$ cat src/rtl/axis_s2_m1_frame_sched_pkg.sv
// axis_sw_pkg: shared state encoding and default geometry for the stream switch blocks
package axis_sw_pkg;
  typedef enum logic [1:0] {SYNC = 2'd0, RUN = 2'd1, SWITCH = 2'd2} state_t;
  localparam int LINES_PER_FRAME_DEF = 1080;
  localparam int FRAME_CNT_W_DEF = 16;
endpackage

$ cat src/rtl/axis_s2_m1_frame_sched_if.sv
// axis_s2_m1_frame_sched_if: selected-source handshake as seen after the switch
interface axis_s2_m1_frame_sched_if;
  logic tvalid;
  logic tready;
  logic tuser;
  logic tlast;
  modport master(output tvalid, tready, tuser, tlast);
  modport slave(input tvalid, tready, tuser, tlast);
endinterface

$ cat src/rtl/axis_s2_m1_frame_sched_tracker.sv
// axis_frame_tracker: beat/SOF detection, line counting, frame-done and framing-error detection
module axis_frame_tracker #(
  parameter int LINES_PER_FRAME = 1080,
  parameter int LINE_CNT_W = 11
) (
  input  logic aclk,
  input  logic areset,
  input  logic en,
  input  logic tvalid,
  input  logic tready,
  input  logic tuser,
  input  logic tlast,
  output logic beat,
  output logic sof_seen,
  output logic frame_done,
  output logic frame_err
);
  logic [LINE_CNT_W-1:0] line_cnt;
  logic wrapped;
  assign beat = tvalid & tready;
  assign sof_seen = tvalid & tuser;
  assign frame_done = en & beat & tlast & (line_cnt == LINE_CNT_W'(LINES_PER_FRAME - 1));
  // after the last line only a new SOF may follow; a stray SOF mid-frame restarts the count
  assign frame_err = en & beat & ~frame_done &
                     ((tuser & ~tlast & (line_cnt != '0)) | (wrapped & ~tuser));
  always_ff @(posedge aclk or posedge areset)
    if (areset) begin
      line_cnt <= '0;
      wrapped <= 1'b0;
    end else if (!en) begin
      line_cnt <= '0;
      wrapped <= 1'b0;
    end else if (beat) begin
      line_cnt <= (frame_done || frame_err) ? '0 : line_cnt + LINE_CNT_W'(tlast);
      wrapped <= frame_done;
    end
endmodule

$ cat src/rtl/axis_s2_m1_frame_sched.sv
// axis_s2_m1_frame_sched: frame-boundary source scheduler for the 2:1 stream switch
module axis_s2_m1_frame_sched
  import axis_sw_pkg::*;
#(
  parameter int LINES_PER_FRAME = LINES_PER_FRAME_DEF,
  parameter int LINE_CNT_W = 11,
  parameter int FRAME_CNT_W = FRAME_CNT_W_DEF,
  parameter int TO_W = 24
) (
  input  logic                   aclk,
  input  logic                   areset,
  input  logic                   sel_req,
  input  logic                   auto_en,
  input  logic [7:0]             auto_frames,
  axis_s2_m1_frame_sched_if.slave mon,
  output logic                   axis_tdest_sel,
  output logic                   discard,
  output logic                   locked,
  output logic [FRAME_CNT_W-1:0] frame_cnt,
  output logic                   frame_err,
  output logic                   sync_timeout
);
  localparam logic [TO_W-1:0] TO_LAST = {{(TO_W-1){1'b1}}, 1'b0};
  state_t state, state_nx;
  logic beat, sof_seen, sof_beat, frame_done, trk_err, pending;
  logic [7:0] auto_cnt, af;
  logic [TO_W-1:0] to_cnt;
  axis_frame_tracker #(.LINES_PER_FRAME(LINES_PER_FRAME), .LINE_CNT_W(LINE_CNT_W)) u_trk (
    .aclk(aclk), .areset(areset), .en(state == RUN),
    .tvalid(mon.tvalid), .tready(mon.tready), .tuser(mon.tuser), .tlast(mon.tlast),
    .beat(beat), .sof_seen(sof_seen), .frame_done(frame_done), .frame_err(trk_err)
  );
  assign sof_beat = sof_seen & beat;
  assign af = (auto_frames == 8'd0) ? 8'd1 : auto_frames;
  assign pending = auto_en ? ({1'b0, auto_cnt} + 9'd1 >= {1'b0, af}) : (sel_req != axis_tdest_sel);
  always_ff @(posedge aclk or posedge areset)
    if (areset) state <= SYNC;
    else state <= state_nx;
  always_comb begin
    state_nx = (state == SYNC) ? (sof_beat ? RUN : SYNC) :
               (state == RUN)  ? ((frame_done && pending) ? SWITCH : RUN) : SYNC;
  end
  // the SOF beat itself reaches the sink in the cycle it is presented
  always_comb begin
    locked = state == RUN;
    discard = (state == SYNC) ? ~sof_seen : (state != RUN);
  end
  always_ff @(posedge aclk or posedge areset)
    if (areset) begin
      axis_tdest_sel <= 1'b0;
      frame_cnt <= '0;
      auto_cnt <= '0;
      to_cnt <= '0;
      frame_err <= 1'b0;
      sync_timeout <= 1'b0;
    end else begin
      axis_tdest_sel <= axis_tdest_sel ^ (state == SWITCH);
      frame_cnt <= frame_cnt + FRAME_CNT_W'(frame_done);
      auto_cnt <= (state == SWITCH) ? 8'd0 : auto_cnt + 8'(frame_done);
      frame_err <= trk_err;
      sync_timeout <= (state == SYNC) && !sof_beat && (to_cnt == TO_LAST);
      to_cnt <= (state != SYNC || sof_beat || to_cnt == TO_LAST) ? '0 : to_cnt + TO_W'(1);
    end
endmodule

$ cat src/flat_wrapper.sv
// flat-port wrapper written by rule: the top's interface ports become plain ports
module axis_s2_m1_frame_sched_flat import axis_sw_pkg::*;
#(
  parameter int LINES_PER_FRAME = LINES_PER_FRAME_DEF,
  parameter int LINE_CNT_W = 11,
  parameter int FRAME_CNT_W = FRAME_CNT_W_DEF,
  parameter int TO_W = 24
)
  (aclk, areset, sel_req, auto_en, auto_frames, axis_tdest_sel, discard, locked, frame_cnt, frame_err, sync_timeout, mon_tvalid, mon_tready, mon_tuser, mon_tlast);
  axis_s2_m1_frame_sched_if mon_i ();
  input  logic aclk;
  input  logic areset;
  input  logic sel_req;
  input  logic auto_en;
  input  logic [7:0] auto_frames;
  output logic axis_tdest_sel;
  output logic discard;
  output logic locked;
  output logic [FRAME_CNT_W-1:0] frame_cnt;
  output logic frame_err;
  output logic sync_timeout;
  input wire logic [$bits(mon_i.tvalid)-1:0] mon_tvalid;
  input wire logic [$bits(mon_i.tready)-1:0] mon_tready;
  input wire logic [$bits(mon_i.tuser)-1:0] mon_tuser;
  input wire logic [$bits(mon_i.tlast)-1:0] mon_tlast;
  assign mon_i.tvalid = mon_tvalid;
  assign mon_i.tready = mon_tready;
  assign mon_i.tuser = mon_tuser;
  assign mon_i.tlast = mon_tlast;
  axis_s2_m1_frame_sched #(.LINES_PER_FRAME(LINES_PER_FRAME), .LINE_CNT_W(LINE_CNT_W), .FRAME_CNT_W(FRAME_CNT_W), .TO_W(TO_W)) u_core (.aclk(aclk), .areset(areset), .sel_req(sel_req), .auto_en(auto_en), .auto_frames(auto_frames), .mon(mon_i), .axis_tdest_sel(axis_tdest_sel), .discard(discard), .locked(locked), .frame_cnt(frame_cnt), .frame_err(frame_err), .sync_timeout(sync_timeout));
endmodule
$ cat config.mk
export PLATFORM = sky130hd
export DESIGN_NAME = axis_s2_m1_frame_sched_flat
export DESIGN_NICKNAME = d
export VERILOG_FILES = /design/src/rtl/axis_s2_m1_frame_sched_pkg.sv /design/src/rtl/axis_s2_m1_frame_sched_if.sv /design/src/rtl/axis_s2_m1_frame_sched_tracker.sv /design/src/rtl/axis_s2_m1_frame_sched.sv /design/src/flat_wrapper.sv
export SDC_FILE = /design/constraint.sdc
export NUM_CORES = 1
export LEC_CHECK = 0
export CAP_MARGIN = 20
export CORE_ASPECT_RATIO = 0.8
export CORE_MARGIN = 2
export CORE_UTILIZATION = 45
export DETAILED_ROUTE_END_ITERATION = 8
export PLACE_DENSITY = 0.66
export SLEW_MARGIN = 0
export SYNTH_ARGS = -nofsm -noshare
export SYNTH_HDL_FRONTEND = slang
export SYNTH_SLANG_ARGS = --single-unit
$ cat constraint.sdc
create_clock -name aclk -period 3.92 [get_ports aclk]
set_clock_uncertainty 0.05 [all_clocks]
set_input_delay 0.784 -clock aclk [delete_from_list [all_inputs] [get_ports aclk]]
set_output_delay 0.784 -clock aclk [all_outputs]
set_load 0.02 [all_outputs]
==> report_table.html <==
<table>
<tr><th>Metric</th><th>Value</th></tr>
<tr><th colspan="2">Pwr</th></tr>
<tr><td>Peak ir drop on the vdd network</td><td>0.000190 V</td></tr>
<tr><td>Power density cells</td><td>349 mW/mm^2</td></tr>
<tr><td>P_leak</td><td>0.00190 uW</td></tr>
<tr><th colspan="2">Hold path</th></tr>
<tr><td>Hold path startpoint</td><td>u_core.frame_cnt[15]</td></tr>
<tr><td>Depth of the worst hold-timing path</td><td>1</td></tr>
<tr><td>Worst hold-check path type</td><td>reg -&gt; reg</td></tr>
<tr><th colspan="2">Route</th></tr>
<tr><td>Routed via count divided by cell count</td><td>5.26</td></tr>
<tr><td>Post-detailed-routing wire length</td><td>6.58 mm</td></tr>
<tr><td>DRT Pass-1 Iters</td><td>5</td></tr>
<tr><td>Residual antenna-violating net count after detailed routing</td><td>0</td></tr>
<tr><td>Mean routed wirelength per cell</td><td>13.2 um</td></tr>
<tr><td>Number of DRC markers after the initial detailed-route iteration</td><td>102</td></tr>
<tr><td>Overall via count from detail_route</td><td>2,630</td></tr>
<tr><td>DRC Markers</td><td>0</td></tr>
<tr><th colspan="2">Critical path</th></tr>
<tr><td>Critical path fanouts, max</td><td>5</td></tr>
<tr><td>Crit Reg-Reg Endpoint</td><td>u_core.frame_cnt[14]</td></tr>
<tr><td>Reg-to-reg startpoint</td><td>u_core.u_trk.line_cnt[6]</td></tr>
<tr><td>Worst setup path endpoint</td><td>discard</td></tr>
<tr><td>Worst setup EP type</td><td>primary output</td></tr>
<tr><td>First element of the critical path</td><td>mon_tuser</td></tr>
<tr><td>R2R depth</td><td>10</td></tr>
<tr><td>Crit start category</td><td>input pin</td></tr>
<tr><td>Setup slack of the worst register-to-register path</td><td>1.13 ns</td></tr>
<tr><td>Worst path required time</td><td>3.09 ns</td></tr>
<tr><td>Critical path data arrival time</td><td>2.22 ns</td></tr>
<tr><td>Critical setup path kind</td><td>in -&gt; out</td></tr>
<tr><th colspan="2">Synth</th></tr>
<tr><td>Seq cells post-synth</td><td>65</td></tr>
<tr><td>Area fraction in compound gates after synthesis</td><td>8.92%</td></tr>
<tr><td>Number of instances in the synthesized netlist</td><td>351</td></tr>
<tr><td>Post-Synth Adder-Cell Area</td><td>6.11%</td></tr>
<tr><td>Simple-gate share of the synthesized area</td><td>23.0%</td></tr>
<tr><td>Post-Synth XOR/XNOR Area</td><td>11.6%</td></tr>
<tr><td>Number of flops mapped to enable cells by yosys</td><td>0</td></tr>
<tr><td>Dominant combinational cell family by area after synthesis</td><td>simple AND/OR/NAND/NOR gates</td></tr>
<tr><td>Share of synthesized area occupied by flip-flops and latches</td><td>46.7%</td></tr>
<tr><td>Post-synth cell types</td><td>44</td></tr>
<tr><td>FFs w/ async S/R, synth</td><td>100%</td></tr>
<tr><td>Share of cell area taken by muxes after synthesis</td><td>0.575%</td></tr>
<tr><td>Post-synthesis instance area</td><td>0.00348 mm^2</td></tr>
<tr><td>Post-Syn Area per Cell</td><td>9.91 um^2</td></tr>
<tr><td>Number of nets produced by synthesis</td><td>384</td></tr>
<tr><td>Number of warnings reported in the yosys synthesis log</td><td>0</td></tr>
<tr><td>Top flip-flop cell by instance count after synthesis</td><td>dfrtp_1</td></tr>
<tr><th colspan="2">Finish</th></tr>
<tr><td>Post-layout util</td><td>56.2%</td></tr>
<tr><td>Antenna cells</td><td>0</td></tr>
<tr><td>Fill count</td><td>657</td></tr>
<tr><td>Commonest non-fill, non-tap cells in the layout</td><td>dfrtp_1 (65), nor2_1 (38), clkdlybuf4s50_1 (36), xor2_1 (26), nand2_1 (25)</td></tr>
<tr><td>Proportion of layout cells with a drive suffix above 1</td><td>6.33%</td></tr>
<tr><td>Multi-input gate area in the final layout</td><td>0.00175 mm^2</td></tr>
<tr><td>Most frequent standard cell in the layout excluding fill and tap cells</td><td>dfrtp_1</td></tr>
<tr><td>Synth-to-Final Area Change</td><td>20.5%</td></tr>
<tr><td>Fin nets</td><td>423</td></tr>
<tr><td>Sequential cell area</td><td>0.00163 mm^2</td></tr>
<tr><th colspan="2">Floorplanning</th></tr>
<tr><td>Core Rows</td><td>28</td></tr>
<tr><td>Die X</td><td>102 um</td></tr>
<tr><td>Initial Util</td><td>46.6%</td></tr>
<tr><td>I/O pin cnt</td><td>37</td></tr>
<tr><td>Die H</td><td>82.7 um</td></tr>
<tr><td>Die ar.</td><td>0.00846 mm^2</td></tr>
<tr><td>Core area</td><td>0.00746 mm^2</td></tr>
<tr><th colspan="2">CTS</th></tr>
<tr><td>Maximum level of the CTS H-tree</td><td>3</td></tr>
<tr><td>TritonCTS clock tree</td><td>done</td></tr>
<tr><td>Clock Latency Late Sink</td><td>0.34 ns</td></tr>
<tr><td>Maximum buffer depth of the clock tree</td><td>2</td></tr>
<tr><td>Hold bufs inserted after CTS</td><td>0</td></tr>
<tr><td>Root Buffer</td><td>clkbuf_8</td></tr>
<tr><td>Sink Count</td><td>65</td></tr>
<tr><td>Number of buffers added for setup after CTS</td><td>0</td></tr>
<tr><td>Clock-pin slew reported for the worst setup and hold paths after clock tree synthesis</td><td>0.08 ns</td></tr>
<tr><td>Clock buffer count from CTS</td><td>9</td></tr>
<tr><td>Number of gates given a new drive strength after cts</td><td>0</td></tr>
<tr><th colspan="2">Timing</th></tr>
<tr><td>Transition time at the pin with the least slew margin</td><td>0.686 ns</td></tr>
<tr><td>Maximum achievable frequency</td><td>0.327 GHz</td></tr>
<tr><td>Worst slew margin relative to its limit</td><td>54.2%</td></tr>
<tr><td>Part of the cycle the worst path needs</td><td>78.0%</td></tr>
<tr><td>Final worst-path setup slack</td><td>0.862 ns</td></tr>
<tr><td>Post-Route Setup TNS</td><td>0 ns</td></tr>
<tr><td>Number of failing hold endpoints at the final stage</td><td>0</td></tr>
<tr><td>Count of final max-slew check failures</td><td>0</td></tr>
<tr><td>RSZ-0062 raised after global routing</td><td>no</td></tr>
<tr><td>Final Setup Violations</td><td>0</td></tr>
<tr><td>Clock period minus final worst setup slack</td><td>3.06 ns</td></tr>
<tr><th colspan="2">Global routing</th></tr>
<tr><td>Global-route met3 utilization</td><td>4.46%</td></tr>
<tr><td>Global-route wire length before repair</td><td>11.3 mm</td></tr>
<tr><td>Global routing met1 resource utilization</td><td>23.6%</td></tr>
<tr><td>Met2 Usage GRT</td><td>25.7%</td></tr>
<tr><td>GR peak layer</td><td>met2</td></tr>
<tr><td>Antenna violations before repair</td><td>0</td></tr>
<tr><td>Vias in the first global route</td><td>2,514</td></tr>
<tr><td>Pin count of the biggest net entering global routing</td><td>35</td></tr>
<tr><td>Total routing usage reported by global routing</td><td>17.1%</td></tr>
<tr><td>Remaining Overflow, GRT</td><td>0</td></tr>
<tr><th colspan="2">Flow run</th></tr>
<tr><td>Max-Cap Viols</td><td>0</td></tr>
<tr><th colspan="2">Placed design</th></tr>
<tr><td>Worst slack at placement</td><td>0.540 ns</td></tr>
<tr><td>Routability congestion estimate</td><td>0.757</td></tr>
<tr><td>Count of port buffers added during placement</td><td>36</td></tr>
<tr><td>Detailed Place HPWL</td><td>4.66 mm</td></tr>
<tr><th colspan="2">Status</th></tr>
<tr><td>Result of the run</td><td>complete, no violations</td></tr>
</table>
-- Yosys cell counts, types with 2 or more instances --
| cell | instances | area, um^2 |
|---|---|---|
| a41oi_1 | 2 | 17.5 |
| and4_1 | 6 | 52.6 |
| nor2b_1 | 5 | 31.3 |
| nand4b_1 | 3 | 26.3 |
| a31oi_1 | 2 | 12.5 |
| nor2_1 | 38 | 143 |
| a21boi_0 | 2 | 15.0 |
| a22o_1 | 6 | 52.6 |
| nand2b_1 | 4 | 25.0 |
| xnor2_1 | 20 | 175 |
| nor4_1 | 3 | 18.8 |
| xor2_1 | 26 | 228 |
| mux2i_1 | 2 | 20.0 |
| buf_4 | 3 | 22.5 |
| nand2_1 | 25 | 93.8 |
| nand4_1 | 19 | 119 |
| or2_2 | 2 | 12.5 |
| a21o_1 | 3 | 22.5 |
| nor3_1 | 7 | 35.0 |
| or3_1 | 4 | 25.0 |
| o21ai_0 | 10 | 50.1 |
| nand3_1 | 21 | 105 |
| a21oi_1 | 15 | 75.1 |
| and3_1 | 8 | 50.1 |
| clkbuf_1 | 5 | 18.8 |
| ha_1 | 17 | 213 |
| dfrtp_1 | 65 | 1630 |
| inv_1 | 12 | 45.0 |
-- through the flow --
| stage | std cells | hold slack (ns) | area (um^2) | total power, uW |
|---|---|---|---|---|
| floorplan | 351 | 0.401 | 3480 | 741 |
| global placement | 484 | 0.418 | 3950 | 773 |
| detailed placement | 484 | 0.420 | 3950 | 774 |
| CTS | 500 | 0.432 | 4190 | 1490 |
| global route | 500 | 0.453 | 4190 | 1520 |
| finish | 500 | 0.421 | 4190 | 1460 |
-- routing by layer --
metal	share of wire [%]	vias to the layer above
li1	-	1324
met1	51	1246
met2	44	48
met3	3.7	12
met4	1.4	0
met5	0	-
-- cell families after synthesis --
kind of cell,count (synthesis)
simple gates,151
fa+ha+maj,17
xor+xnor,46
flops,65
buf+inv,23
compound gates,47
mux,2
-- state kept, by name, indices dropped and copies added, names as in the netlist --
name / cells
u_core.u_trk.wrapped: 1
u_core.frame_err: 1
u_core.auto_cnt: 8
u_core.sync_timeout: 1
u_core.u_trk.line_cnt: 11
u_core.frame_cnt: 16
u_core.axis_tdest_sel: 1
u_core.state: 2
u_core.to_cnt: 24
-- where the power goes --
group / switching [uW] / internal, uW
combinational: 38.7 / 35.3
sequential: 8.31 / 677
clock: 275 / 429
-- how the worst min path moves through the flow --
| stage | to | slack, ns |
|---|---|---|
| after CTS | u_core.frame_cnt[15] | 0.43 |
| after global placement | u_core.frame_cnt[15] | 0.42 |
| final | u_core.frame_cnt[15] | 0.42 |
| after floorplan | u_core.u_trk.wrapped | 0.40 |
| after detailed placement | u_core.frame_cnt[15] | 0.42 |
| after global routing | u_core.frame_cnt[15] | 0.45 |
-- layout make-up --
class                      count  share of cell area [%]
timing repair buffer          39                    9.43
clock inverter                 7                    2.98
tap                          105                    3.13
clock buffer                   9                    2.95
multi-input combinational    263                    41.6
sequential                    65                    38.8
inverter                      12                    1.07
-- worst max-delay path, cell delays in order --
cell and delay, ns:
clkdlybuf4s50_1 0.54, a21oi_1 0.08, or2_2 0.27, clkdlybuf4s50_1 0.55
Power figures use the tool's default switching activity.
